$ cat src/rtl/sevenseg_pkg.sv
// Shared definitions for the seven-segment multiplexer: segment codes (g..a, active-low),
// controller state type and the largest displayable value for a given digit count.
package sevenseg_pkg;

    localparam logic [6:0] SEG_0     = 7'b1000000;
    localparam logic [6:0] SEG_1     = 7'b1111001;
    localparam logic [6:0] SEG_2     = 7'b0100100;
    localparam logic [6:0] SEG_3     = 7'b0110000;
    localparam logic [6:0] SEG_4     = 7'b0011001;
    localparam logic [6:0] SEG_5     = 7'b0010010;
    localparam logic [6:0] SEG_6     = 7'b0000010;
    localparam logic [6:0] SEG_7     = 7'b1111000;
    localparam logic [6:0] SEG_8     = 7'b0000000;
    localparam logic [6:0] SEG_9     = 7'b0010000;
    localparam logic [6:0] SEG_BLANK = 7'b1111111;
    localparam logic [6:0] SEG_DASH  = 7'b0111111;

    typedef enum logic {
        ST_IDLE = 1'b0,
        ST_CONV = 1'b1
    } state_t;

    // 10^ndig - 1: the largest value that fits on ndig decimal digits.
    function automatic longint max_display(input int ndig);
        longint r;
        r = 1;
        for (int i = 0; i < ndig; i++) begin
            r = r * 10;
        end
        return r - 1;
    endfunction

    function automatic logic [6:0] seg_decode(input logic [3:0] d);
        case (d)
            4'd0:    return SEG_0;
            4'd1:    return SEG_1;
            4'd2:    return SEG_2;
            4'd3:    return SEG_3;
            4'd4:    return SEG_4;
            4'd5:    return SEG_5;
            4'd6:    return SEG_6;
            4'd7:    return SEG_7;
            4'd8:    return SEG_8;
            4'd9:    return SEG_9;
            default: return SEG_BLANK;
        endcase
    endfunction

endpackage

$ cat src/rtl/bin2bcd_serial.sv
// Serial double-dabble converter: one input bit per cycle, MSB first, VAL_W cycles per value.
// done is high in the cycle whose closing edge performs the final step; bcd/ovf are valid then.
module bin2bcd_serial
    import sevenseg_pkg::*;
#(
    parameter int VAL_W = 20,
    parameter int NDIG  = 6
) (
    input  logic              clk,
    input  logic              reset,
    input  logic              start,
    input  logic [VAL_W-1:0]  din,
    output logic              done,
    output logic [4*NDIG-1:0] bcd,
    output logic              ovf
);

    // Enough digits for any VAL_W-bit value, plus one guard digit above the visible ones.
    localparam int     CONV_DIG     = VAL_W / 3 + 1;
    localparam int     BCD_N        = ((CONV_DIG > NDIG) ? CONV_DIG : NDIG) + 1;
    localparam int     BCD_W        = 4 * BCD_N;
    localparam int     CNT_W        = $clog2(VAL_W);
    localparam longint VAL_MAX      = (longint'(1) << VAL_W) - 1;
    localparam bit     OVF_POSSIBLE = VAL_MAX > max_display(NDIG);

    logic [VAL_W-1:0] sr_q, sr_d;
    logic [BCD_W-1:0] bcd_q, bcd_d, adj;
    logic [CNT_W-1:0] cnt_q, cnt_d;
    logic             active_q, active_d;

    always_comb begin
        adj = bcd_q;
        for (int i = 0; i < BCD_N; i++) begin
            if (bcd_q[4*i +: 4] >= 4'd5) begin
                adj[4*i +: 4] = bcd_q[4*i +: 4] + 4'd3;
            end
        end
    end

    assign done = active_q && (cnt_q == CNT_W'(VAL_W - 1));

    // NOTE: every always_comb output gets a default first, so no path can infer a latch.
    always_comb begin
        sr_d     = sr_q;
        bcd_d    = bcd_q;
        cnt_d    = cnt_q;
        active_d = active_q;
        if (start) begin
            sr_d     = din;
            bcd_d    = '0;
            cnt_d    = '0;
            active_d = 1'b1;
        end else if (active_q) begin
            bcd_d = {adj[BCD_W-2:0], sr_q[VAL_W-1]};
            sr_d  = {sr_q[VAL_W-2:0], 1'b0};
            cnt_d = cnt_q + 1'b1;
            if (done) begin
                active_d = 1'b0;
            end
        end
    end

    assign bcd = bcd_d[4*NDIG-1:0];
    // Any nonzero digit above the visible ones, or a bit shifted out of the guard digit.
    assign ovf = OVF_POSSIBLE && (|{adj[BCD_W-1], bcd_d[BCD_W-1:4*NDIG]});

    // NOTE: sequential state uses non-blocking assignments so all flops update together.
    always_ff @(posedge clk) begin
        if (!reset) begin
            active_q <= 1'b0;
            cnt_q    <= '0;
        end else begin
            active_q <= active_d;
            cnt_q    <= cnt_d;
        end
    end

    // NOTE: the shift datapath is deliberately not reset; start loads it and it is only read on done.
    always_ff @(posedge clk) begin
        sr_q  <= sr_d;
        bcd_q <= bcd_d;
    end

endmodule

$ cat src/rtl/sevenseg_mux.sv
// Multiplexed seven-segment driver: load a binary value, convert it to BCD in the
// background, and scan the held result across NDIG active-low digits.
module sevenseg_mux
    import sevenseg_pkg::*;
#(
    parameter int NDIG        = 6,
    parameter int VAL_W       = 20,
    parameter int REFRESH_DIV = 50000
) (
    input  logic             clk,
    input  logic             reset,
    input  logic [VAL_W-1:0] value,
    input  logic             load,
    input  logic             lz_blank,
    output logic             busy,
    output logic [6:0]       disp,
    output logic [NDIG-1:0]  dig
);

    localparam int PRE_W = $clog2(REFRESH_DIV);
    localparam int IDX_W = $clog2(NDIG);

    state_t            state_q, state_d;
    logic              start;
    logic              eng_done, eng_ovf;
    logic [4*NDIG-1:0] eng_bcd;
    logic [4*NDIG-1:0] val_q, val_d;
    logic              ovf_q, ovf_d;
    logic [PRE_W-1:0]  pre_q, pre_d;
    logic [IDX_W-1:0]  idx_q, idx_d;
    logic [NDIG-1:0]   dig_q, dig_d;
    logic [6:0]        disp_q, disp_d;
    logic [3:0]        scan_digit;
    logic              scan_blank, lead_zero;

    bin2bcd_serial #(
        .VAL_W (VAL_W),
        .NDIG  (NDIG)
    ) u_conv (
        .clk   (clk),
        .reset (reset),
        .start (start),
        .din   (value),
        .done  (eng_done),
        .bcd   (eng_bcd),
        .ovf   (eng_ovf)
    );

    // The display register changes only on completion, so the old result stays up during CONV.
    always_comb begin
        state_d = state_q;
        start   = 1'b0;
        val_d   = val_q;
        ovf_d   = ovf_q;
        case (state_q)
            ST_IDLE: begin
                if (load) begin
                    start   = 1'b1;
                    state_d = ST_CONV;
                end
            end
            ST_CONV: begin
                if (eng_done) begin
                    state_d = ST_IDLE;
                    val_d   = eng_bcd;
                    ovf_d   = eng_ovf;
                end
            end
            default: state_d = ST_IDLE;
        endcase
    end

    always_comb begin
        pre_d = pre_q + 1'b1;
        idx_d = idx_q;
        if (pre_q == PRE_W'(REFRESH_DIV - 1)) begin
            pre_d = '0;
            idx_d = (idx_q == IDX_W'(NDIG - 1)) ? '0 : idx_q + 1'b1;
        end
    end

    // Walk from the top digit down so lead_zero means "this digit and all above are zero".
    always_comb begin
        scan_digit = '0;
        scan_blank = 1'b0;
        lead_zero  = 1'b1;
        for (int i = NDIG - 1; i >= 0; i--) begin
            lead_zero = lead_zero && (val_q[4*i +: 4] == 4'd0);
            if (idx_q == IDX_W'(i)) begin
                scan_digit = val_q[4*i +: 4];
                scan_blank = lz_blank && lead_zero && (i != 0);
            end
        end
        if (ovf_q) begin
            disp_d = SEG_DASH;
        end else if (scan_blank) begin
            disp_d = SEG_BLANK;
        end else begin
            disp_d = seg_decode(scan_digit);
        end
        dig_d = ~(NDIG'(1) << idx_q);
    end

    always_ff @(posedge clk) begin
        if (!reset) begin
            state_q <= ST_IDLE;
            val_q   <= '0;
            ovf_q   <= 1'b0;
            pre_q   <= '0;
            idx_q   <= '0;
            dig_q   <= '1;
            disp_q  <= SEG_BLANK;
        end else begin
            state_q <= state_d;
            val_q   <= val_d;
            ovf_q   <= ovf_d;
            pre_q   <= pre_d;
            idx_q   <= idx_d;
            dig_q   <= dig_d;
            disp_q  <= disp_d;
        end
    end

    assign busy = (state_q == ST_CONV);
    assign disp = disp_q;
    assign dig  = dig_q;

endmodule

$ cat config.mk
export PLATFORM = sky130hd
export DESIGN_NAME = sevenseg_mux
export DESIGN_NICKNAME = d
export VERILOG_FILES = /design/src/rtl/sevenseg_pkg.sv /design/src/rtl/bin2bcd_serial.sv /design/src/rtl/sevenseg_mux.sv
export SDC_FILE = /design/constraint.sdc
export NUM_CORES = 1
export LEC_CHECK = 0
export BUFFER_PORTS_ARGS = -buffer_cell sky130_fd_sc_hd__buf_2
export CELL_PAD_IN_SITES_DETAIL_PLACEMENT = 1
export CELL_PAD_IN_SITES_GLOBAL_PLACEMENT = 2
export CORE_ASPECT_RATIO = 2
export CORE_MARGIN = 2
export CORE_UTILIZATION = 30
export DETAILED_ROUTE_END_ITERATION = 6
export PLACE_DENSITY = 0.75
export REMOVE_ABC_BUFFERS = 1
export SLEW_MARGIN = 5
export SYNTH_ARGS = -nofsm -noshare
export SYNTH_HDL_FRONTEND = slang
export SYNTH_HIERARCHICAL = 1
export SYNTH_SLANG_ARGS = --single-unit
$ cat constraint.sdc
create_clock -name clk -period 7.7 [get_ports clk]
set_clock_uncertainty 0.2 [all_clocks]
set_input_delay 0.77 -clock clk [delete_from_list [all_inputs] [get_ports clk]]
set_output_delay 0.77 -clock clk [all_outputs]
set_load 0.005 [all_outputs]
==> impl_metrics.yaml <==
clock_tree:
  cts_tree: "done"
  clk_pin_slew_ns: 0.06
  post_cts_resized: 0
  ctsHoldBuffers: 0
  cts_inserted_buffers: 17
  clkLatencyLatePin_ns: 0.42
  root_buffer: "clkbuf_16"
  htree_levels: 4
  cts_setup_buffers: 0
  cts_buffer_depth: 2
  clock_sinks: 116
pwr:
  power.density_nw_per_um2: 242.8
  leakagePower_nw: 2.394
  p_comb_frac: 0.088
  power_frac_clock: 0.491
  p_switching_mw: 0.3853
  p_sw_frac: 0.2384
  vdd_ir_drop_max_uv: 134.9
  internal_power_mw: 1.231
  p_seq_frac: 0.421
global_routing:
  grt_pass1_vias: 4903
  overflow: 0
  grt_max_degree: 60
  antenna_found_initial: 0
  grt.total_usage: 0.1498
  grt_pass1_wl_um: 24120
setup_path:
  reg2reg_depth: 9
  worstReg2RegEnd: "disp[3]"
  critPathKind: "reg -> reg"
  slowest_stage: "dfxtp_1"
  r2r_setup_slack_ns: 4.18
  cp-start-kind: "flip-flop"
  arrival_ns: 3.58
  worst-path-max-fanout: 15
  cpLargestDelayFamily: "adder cells"
  critical_path_buf_inv_count: 2
  path_cells: "clkinv_1, ha_1, or3b_1, a2bb2oi_1, o22ai_1, inv_1, ha_1, mux2i_1, o211ai_1"
  endpoint_kind: "flip-flop"
  max_stage_delay_ns: 0.61
  cp_common_cell: "ha_1"
  required_ns: 7.75
  worstReg2RegStart: "idx_q[2]"
yosys:
  netlist_area_um2: 5901
  postSynthAreaPerCell_um2: 9.322
  ys_ff_latch: 116
  synthFlopType: "dfxtp_1"
  yosysUniqueCellTypes: 66
  ys.warnings.count: 6
  ys_seq_area_frac: 0.4275
  synth-edff-count: 20
  syn_inst: 633
  async_flop_share: 0
final_layout:
  num_antenna_cells: 0
  final_area_um2: 6655
  drive_gt1_frac: 0.1488
  nets: 687
  most-common-layout-cells: "dfxtp_1 (95), nand2_1 (79), nor2_1 (53)"
  area_growth_pct: 12.79
  postLayoutCoreUtil: 0.3452
  fin_cells: 911
  final_common_cell: "dfxtp_1"
route:
  drt_iter0_markers: 141
  drc: 0
  routed_wl_um: 14140
  antenna_left: 0
  dr.pass1.iters: 4
  post_drt_wl_per_cell_um: 15.52
  via_count: 4425
  viasPerCell: 4.857
floorplan:
  chipWidth_um: 103.2
  initial_core_util: 0.3061
  ios: 38
  dieArea_um2: 20870
  rows: 72
  coreArea_um2: 19280
  die_h_um: 202.3
flow_run:
  maxCapViolCount: 0
min_path:
  whs_path_depth: 1
  worstHoldStart: "pre_q[0]"
  worstHoldPathType: "reg -> reg"
  hold_path_end: "pre_q[0]"
sta:
  finalSetupViolations: 0
  min_period_ns: 3.525
  tightest_slew_ns: 0.9640
  fin_crit_sh: 0.4578
  relSlewSlack: 0.3574
  maxSlewViolCount: 0
  hold_viol: 0
  setup-tns-final_ns: 0
  max_freq_mhz: 283.7
  rsz0062_at_grt: "no"
placement:
  dp_hpwl_um: 10370
  place_inst: 879
  placed_area_um2: 6065
  portBuffers: 37
  place.gp.congestion: 0.7583
outcome:
  outcome: "completed"
## kinds of logic (layout without fill, tap and decap cells)
group	after synthesis	in the layout	share of synthesized area
AO/OA/AOI/OAI	118	118	0.1330
XOR/XNOR	27	27	0.04008
adder cells (fa/ha/maj)	24	24	0.05089
buffers and inverters	82	101	0.08227
flip-flops	116	116	0.4275
multiplexers	51	51	0.09097
AND/OR/NAND/NOR	215	215	0.1754
## power by group through the flow
stage	Clock (mW)	Combinational, mW	Sequential [mW]
2_1_floorplan	0	0.0999	0.689
3_3_place_gp	0	0.135	0.691
3_5_place_dp	0	0.144	0.693
4_1_cts	0.815	0.146	0.680
5_1_grt	0.840	0.164	0.685
6_report	0.794	0.142	0.680
## synthesized netlist by cell type, types with 4 or more instances
cell / n / area share
xnor2_1: 17 / 0.025
edfxtp_1: 20 / 0.10
ha_1: 24 / 0.051
o211ai_1: 6 / 0.0076
dfxtp_1: 96 / 0.33
nor3b_1: 6 / 0.0076
nor2b_1: 9 / 0.0095
buf_4: 24 / 0.031
nand2_1: 79 / 0.050
nand4_1: 8 / 0.0085
or4_1: 4 / 0.0051
buf_2: 5 / 0.0042
xor2_1: 10 / 0.015
a32oi_1: 4 / 0.0059
mux2i_1: 30 / 0.051
a21boi_0: 25 / 0.032
nand2b_1: 11 / 0.012
clkbuf_1: 15 / 0.0095
a211oi_1: 6 / 0.0076
and2_1: 5 / 0.0053
o21ai_0: 23 / 0.020
a21oi_1: 23 / 0.020
inv_1: 28 / 0.018
nand3_1: 18 / 0.015
nor3_1: 4 / 0.0034
nor2_1: 53 / 0.034
mux2_2: 21 / 0.040
## registers in the layout, summed over array words and instances, names as in the netlist
| signal | flops |
|---|---|
| val_q | 24 |
| busy | 1 |
| dig | 6 |
| u_conv/active_q | 1 |
| u_conv/bcd_q | 32 |
| u_conv/cnt_q | 5 |
| idx_q | 3 |
| ovf_q | 1 |
| u_conv/sr_q | 20 |
| pre_q | 16 |
| disp | 7 |
## how the worst max path moves through the flow
stage / slack [ns] / endpoint / from / cells after the start
after floorplan: 2.69 / ovf_q / load / 8
after global placement: 4.18 / ovf_q / load / 10
after detailed placement: 4.09 / ovf_q / load / 10
after CTS: 4.18 / disp[3] / idx_q[2] / 9
after global routing: 3.84 / disp[3] / idx_q[2] / 9
final: 4.18 / disp[3] / idx_q[2] / 9
## worst reg2reg max path, delay by kind of cell, from the launching register on
kind / cells / cell delay [ns]
buf+inv: 2 / 0.49
fa+ha+maj: 2 / 0.72
compound gates: 3 / 0.71
mux: 1 / 0.17
flops: 1 / 0.61
simple gates: 1 / 0.46
## metal layers
| layer | GRT usage | vias up | share of wire |
|---|---|---|---|
| li1 | - | 2187 | - |
| met4 | 0.08271 | 0 | 0.042 |
| met3 | 0.03527 | 29 | 0.021 |
| met2 | 0.2883 | 52 | 0.59 |
| met5 | 0 | - | 0 |
| met1 | 0.1359 | 2157 | 0.35 |
## cell type report
cell class                      instances  area, µm²
Multi-Input combinational cell        435       2900
Fill cell                            2280      12620
Timing Repair Buffer                   40      207.7
Clock inverter                          8      97.59
Clock buffer                           24      493.0
Sequential cell                       116       2524
Tap cell                              259      324.1
Inverter                               29      108.9
## stage by stage
stage	power, mW	hold WS [ns]	setup slack (ns)
after global placement	0.8258	0.2533	4.177
after global routing	1.689	0.2988	3.839
final	1.616	0.2580	4.175
after detailed placement	0.8373	0.2561	4.094
after CTS	1.641	0.2683	4.180
after floorplan	0.7889	0.2264	2.693
Note: power is estimated with default switching activity, not from simulation.
